**src/rtl/dmem_arbiter_pkg.sv**
```systemverilog
// Shared definitions for the data-memory arbiter, data memory and pipeline.
package dmem_arbiter_pkg;

  // Arbiter FSM encoding
  localparam logic [0:0] ST_RUN  = 1'b0;
  localparam logic [0:0] ST_HALT = 1'b1;

  // Access size encoding used on every memory-side size bus
  typedef enum logic [1:0] {
    SZ_BYTE = 2'b00,
    SZ_HALF = 2'b01,
    SZ_WORD = 2'b10
  } size_e;

  // Counter width able to hold 0..max_val inclusive
  function automatic int cnt_width(input int max_val);
    return (max_val < 1) ? 1 : $clog2(max_val + 1);
  endfunction

endpackage

```
**src/rtl/dmem_arbiter.sv**
```systemverilog
// Data-memory port arbiter: CPU M-stage has priority, debug port is aged
// so it is guaranteed a slot, and debug may halt the CPU for bulk transfers.
//
//   state   | meaning
//   --------+---------------------------------------------------------
//   ST_RUN  | CPU has priority; debug served when CPU idle or aged out
//   ST_HALT | CPU held off; debug owns memory every cycle it is valid
module dmem_arbiter
  import dmem_arbiter_pkg::*;
#(
  parameter int MP_DATA_WIDTH = 32,
  parameter int MP_ADDR_WIDTH = 32,
  parameter int MP_MAX_WAIT   = 4
) (
  input  logic                     iclk,
  input  logic                     irst,
  input  logic                     icpu_req,
  input  logic                     icpu_wen,
  input  logic [1:0]               icpu_be,
  input  logic [MP_ADDR_WIDTH-1:0] icpu_addr,
  input  logic [MP_DATA_WIDTH-1:0] icpu_wdata,
  output logic [MP_DATA_WIDTH-1:0] ocpu_rdata,
  output logic                     ocpu_stall,
  input  logic                     idbg_valid,
  output logic                     odbg_ready,
  input  logic                     idbg_wen,
  input  logic [1:0]               idbg_be,
  input  logic [MP_ADDR_WIDTH-1:0] idbg_addr,
  input  logic [MP_DATA_WIDTH-1:0] idbg_wdata,
  output logic                     odbg_rvalid,
  output logic [MP_DATA_WIDTH-1:0] odbg_rdata,
  input  logic                     idbg_halt,
  output logic                     ohalted,
  output logic                     omem_wen,
  output logic [1:0]               omem_be,
  output logic [MP_ADDR_WIDTH-1:0] omem_addr,
  output logic [MP_DATA_WIDTH-1:0] omem_wdata,
  input  logic [MP_DATA_WIDTH-1:0] imem_rdata
);

  localparam int WC_W = cnt_width(MP_MAX_WAIT);
  localparam logic [WC_W-1:0] WC_MAX = WC_W'(MP_MAX_WAIT);

  logic [0:0]      state_q;
  logic [WC_W-1:0] wait_cnt_q;
  logic            grant_dbg;
  logic            grant_cpu;
  logic            halted;

  assign halted = (state_q == ST_HALT);

  // Arbitration: debug wins when CPU is idle, when it has aged out, or when halted
  always_comb begin
    grant_dbg = 1'b0;
    if (halted) begin
      grant_dbg = idbg_valid;
    end else begin
      grant_dbg = idbg_valid & (~icpu_req | (wait_cnt_q == WC_MAX));
    end
  end

  assign ocpu_stall = icpu_req & (grant_dbg | halted);
  assign grant_cpu  = icpu_req & ~ocpu_stall;
  assign odbg_ready = grant_dbg;
  assign ohalted    = halted;
  assign ocpu_rdata = imem_rdata;

  // Memory-side mux; only the granted requester can ever drive a write
  always_comb begin
    if (grant_dbg) begin
      omem_wen   = idbg_wen;
      omem_be    = idbg_be;
      omem_addr  = idbg_addr;
      omem_wdata = idbg_wdata;
    end else begin
      omem_wen   = grant_cpu & icpu_wen;
      omem_be    = icpu_be;
      omem_addr  = icpu_addr;
      omem_wdata = icpu_wdata;
    end
  end

  // Run/halt FSM; a halt request only affects arbitration from the next cycle
  always_ff @(posedge iclk) begin
    if (irst) begin
      state_q <= ST_RUN;
    end else begin
      case (state_q)
        ST_RUN:  if (idbg_halt)  state_q <= ST_HALT;
        ST_HALT: if (!idbg_halt) state_q <= ST_RUN;
        default: state_q <= ST_RUN;
      endcase
    end
  end

  // Aging counter: counts cycles a valid debug request has lost to the CPU
  always_ff @(posedge iclk) begin
    if (irst) begin
      wait_cnt_q <= '0;
    end else if (halted || grant_dbg || !idbg_valid) begin
      wait_cnt_q <= '0;
    end else if (wait_cnt_q != WC_MAX) begin
      wait_cnt_q <= wait_cnt_q + WC_W'(1);
    end
  end

  // Debug read response: capture async read data, pulse rvalid for one cycle
  always_ff @(posedge iclk) begin
    if (irst) begin
      odbg_rvalid <= 1'b0;
      odbg_rdata  <= '0;
    end else begin
      odbg_rvalid <= grant_dbg & ~idbg_wen;
      if (grant_dbg && !idbg_wen) begin
        odbg_rdata <= imem_rdata;
      end
    end
  end

endmodule

```
**config.mk**
```make
export PLATFORM = sky130hd
export DESIGN_NAME = dmem_arbiter
export DESIGN_NICKNAME = d
export VERILOG_FILES = /design/src/rtl/dmem_arbiter_pkg.sv /design/src/rtl/dmem_arbiter.sv
export SDC_FILE = /design/constraint.sdc
export NUM_CORES = 1
export LEC_CHECK = 0
export CAP_MARGIN = 20
export CORE_AREA = 2 2 117 119
export CTS_CLUSTER_DIAMETER = 120
export DETAILED_ROUTE_END_ITERATION = 8
export DIE_AREA = 0 0 119 121
export GPL_TIMING_DRIVEN = 0
export HOLD_SLACK_MARGIN = 0.12
export PLACE_DENSITY = 0.67
export SLEW_MARGIN = 25
export SYNTH_ARGS = -nofsm -noshare
export SYNTH_HDL_FRONTEND = slang
export SYNTH_SLANG_ARGS = --single-unit
```
**constraint.sdc**
```tcl
create_clock -name iclk -period 2.32 [get_ports iclk]
set_input_delay 0.348 -clock iclk [delete_from_list [all_inputs] [get_ports iclk]]
set_output_delay 0.348 -clock iclk [all_outputs]
set_load 0.02 [all_outputs]
```
==> impl_metrics.tcl <==
set metrics [dict create \
    instances_no_fill 771 \
    boundaryPins 306 \
    syn_area_per_cell_um2 10.3 \
    fmax_mhz 436 \
    seq_power_share_pct 25.8 \
    path_max_fanout 6 \
    clk_pin_slew_ps 60 \
    clock_path_buffers 2 \
    synthTopCellsByArea "dfxtp_1 26%, mux2_2 18%, nand2b_1 15%, mux2i_1 11%, mux2_4 11%" \
    grt_use_total_pct 17.5 \
    r2r_start "wait_cnt_q[0]" \
    areaGrowthSynthToFinish_pct 124 \
    max-vdd-ir-drop_v 0.000257 \
    syn-num-nets 445 \
    nFillCells 1205 \
    yosys_warnings 0 \
    synthFlopType "dfxtp_1" \
    drv_cap 0 \
    cts_tree "done" \
    worstSetupStartpointType "flip-flop" \
    yosys.cell_types.count 24 \
    cts_buffers 5 \
    start_util_pct 21.4 \
    reg2reg_depth 8 \
    final_max_slew_viol_count 0 \
    drc 0 \
    dr_total_vias 3148 \
    clock_power_share_pct 29.5 \
    die_area_um2 14400 \
    power_frac_comb_pct 44.7 \
    cts_hold_buf 0 \
    muxShareOfSynthArea_pct 40.6 \
    wirelength_um 13600 \
    grt_use_met1_pct 20.0 \
    criticalPathCategory "reg2out" \
    antenna_left 0 \
    yosys_register_bits 37 \
    hold_path.class "in2reg" \
    p_per_area_nw_per_um2 416 \
    via_per_inst 4.08 \
    critPathLaunch "wait_cnt_q[0]" \
    grt_pass1_wl_um 19500 \
    power.switching_uw 757 \
    leakagePower_nw 2.54 \
    grt_max_degree 13 \
    p_int_mw 1.86 \
    fp-row-count 42 \
    top_usage_layer "met2" \
    synth_common_cells "65 x nand2b_1, 46 x mux2_2, 39 x buf_4" \
    status "completed" \
    die_w_um 119 \
    swShare_pct 28.9 \
    setup_tns_ps 0 \
    clock_skew_ps 8.46 \
    worst-path-buf-inv 4 \
    htree_levels 2 \
    grt_pass1_vias 3288 \
    final_cell_area_um2 6290 \
    netlist_instances 272 \
    slowest_stage "mux2_2" \
    synth.top_cell.area_share_pct 26.4 \
    setup_violations 0 \
    gr-usage-met2_pct 31.5 \
    antenna_cells 0 \
    drive_above_1_share_pct 33.9 \
    synth-simple-area-share_pct 17.1 \
    routabilityCongestion 0.811 \
    synth_xor_area_share_pct 0 \
    slowest_delay_ps 330 \
    synth_compound_area_share_pct 1.30 \
    synth_seq_area_share_pct 26.4 \
    synth_top_family_by_area "multiplexers" \
    rsz0062_at_grt "yes" \
    numClockSinks 37 \
    grt-ovfl-total 0 \
    synth_largest_area_cell "dfxtp_1" \
    worstPathArrival_ps 1950 \
    worst_pin_slew_ps 468 \
    yosysMostFrequentCell "nand2b_1" \
    relSlewSlack_pct 68.8 \
    dpl_cell_area_um2 6060 \
    drt_iter0_markers 66 \
    die_h_um 121 \
    clkLatencyLatePin_ps 280 \
    synthArstFlopShare_pct 0 \
    min_from "irst" \
    antenna_found_initial 0 \
    finalCriticalPeriod_ps 2300 \
    core_um2 13100 \
    endpoint_kind "output pin" \
    synth_area_um2 2800 \
    path_depth 8 \
    finalCritPeriodShare_pct 98.9 \
    hpwlAfterDp_um 10900 \
    dp_cells 752 \
    dr.pass1.iters 4 \
    wl_per_cell_um 17.6 \
    hold_path_depth 2 \
    hold_violations 0 \
    cp_top_family "buffers and inverters" \
    synth-edff-count 0 \
    met3_usage_pct 5.87 \
    synthAdderAreaFrac_pct 0.893 \
    path_cells "inv_2 -> ha_4 -> nand2_4 -> a21bo_4 -> inv_8 -> bufbuf_16 -> mux2_2 -> buf_2" \
    final_nets 767 \
    cp.required_ps 1970 \
    io_buffers 304 \
    cts-root-buf "clkbuf_16" \
]
-- power by group through the flow --
stage	Combinational (mW)	Clock, mW	Sequential, mW
2_1_floorplan	0.482	0	0.719
3_3_place_gp	1.17	0	0.688
3_5_place_dp	1.17	0	0.689
4_1_cts	1.15	0.803	0.676
5_1_grt	1.22	0.825	0.679
6_report	1.17	0.773	0.676
-- layout make-up --
type                    instances  area [um2]  area share [%]
well taps                     176         220            3.50
inverters                       3        18.8           0.299
plain buffers                  49         402            6.39
flip-flops and latches         37         743            11.8
clock inverters                 2        38.8           0.617
multi-input cells             183        1710            27.2
repair buffers                315        3030            48.1
clock buffers                   6         129            2.05
-- flip-flops by register name, indices dropped and copies added, names as in the netlist --
name,flops
odbg_rdata,32
ohalted,1
wait_cnt_q,3
odbg_rvalid,1
-- cells in the final DEF (no fill, tap or decap), types with 3 or more instances in the layout --
cell,n
nand2b_1,65
dfxtp_1,35
buf_6,20
nand2_1,3
mux2_2,46
clkbuf_16,6
dlygate4sd2_1,5
nor2_1,3
buf_4,45
buf_12,3
clkbuf_1,8
mux2i_1,32
mux2_4,20
clkdlybuf4s50_1,233
clkdlybuf4s15_2,9
buf_2,37
-- layer usage --
metal / vias up / routed length, um
met3: 15 / 1160
met1: 1439 / 5250
met4: 0 / 225
met5: - / 0
li1: 1530 / -
met2: 164 / 6950
-- metrics by stage --
| stage | setup slack [ps] | power (mW) | hold slack, ps | util [%] |
|---|---|---|---|---|
| finish | 24.8 | 2.62 | 463 | 48.0 |
| global route | -35.5 | 2.73 | 483 | 48.0 |
| CTS | -7.64 | 2.63 | 475 | 47.6 |
| detailed placement | -536 | 1.86 | 450 | 46.3 |
| global placement | -535 | 1.86 | 430 | 46.3 |
| floorplan | 433 | 1.20 | 417 | - |
-- cells by family after synthesis --
group | Yosys count
buf+inv | 52
compound gates | 5
mux | 98
flops | 37
fa+ha+maj | 2
simple gates | 78
-- worst paths after layout --
check	slack, ps	to
max	20	omem_addr[25]
min	460	ohalted
max reg2reg	700	odbg_rdata[10]
min reg2reg	470	odbg_rdata[30]
-- what timing repair did --
action                                  CTS  global route
setup buffers                             6             2
gates resized for setup                 287            43
pin swaps                                 3             2
gates cloned                              2             1
endpoints found under the setup margin   69            47
Power figures use the tool's default switching activity.
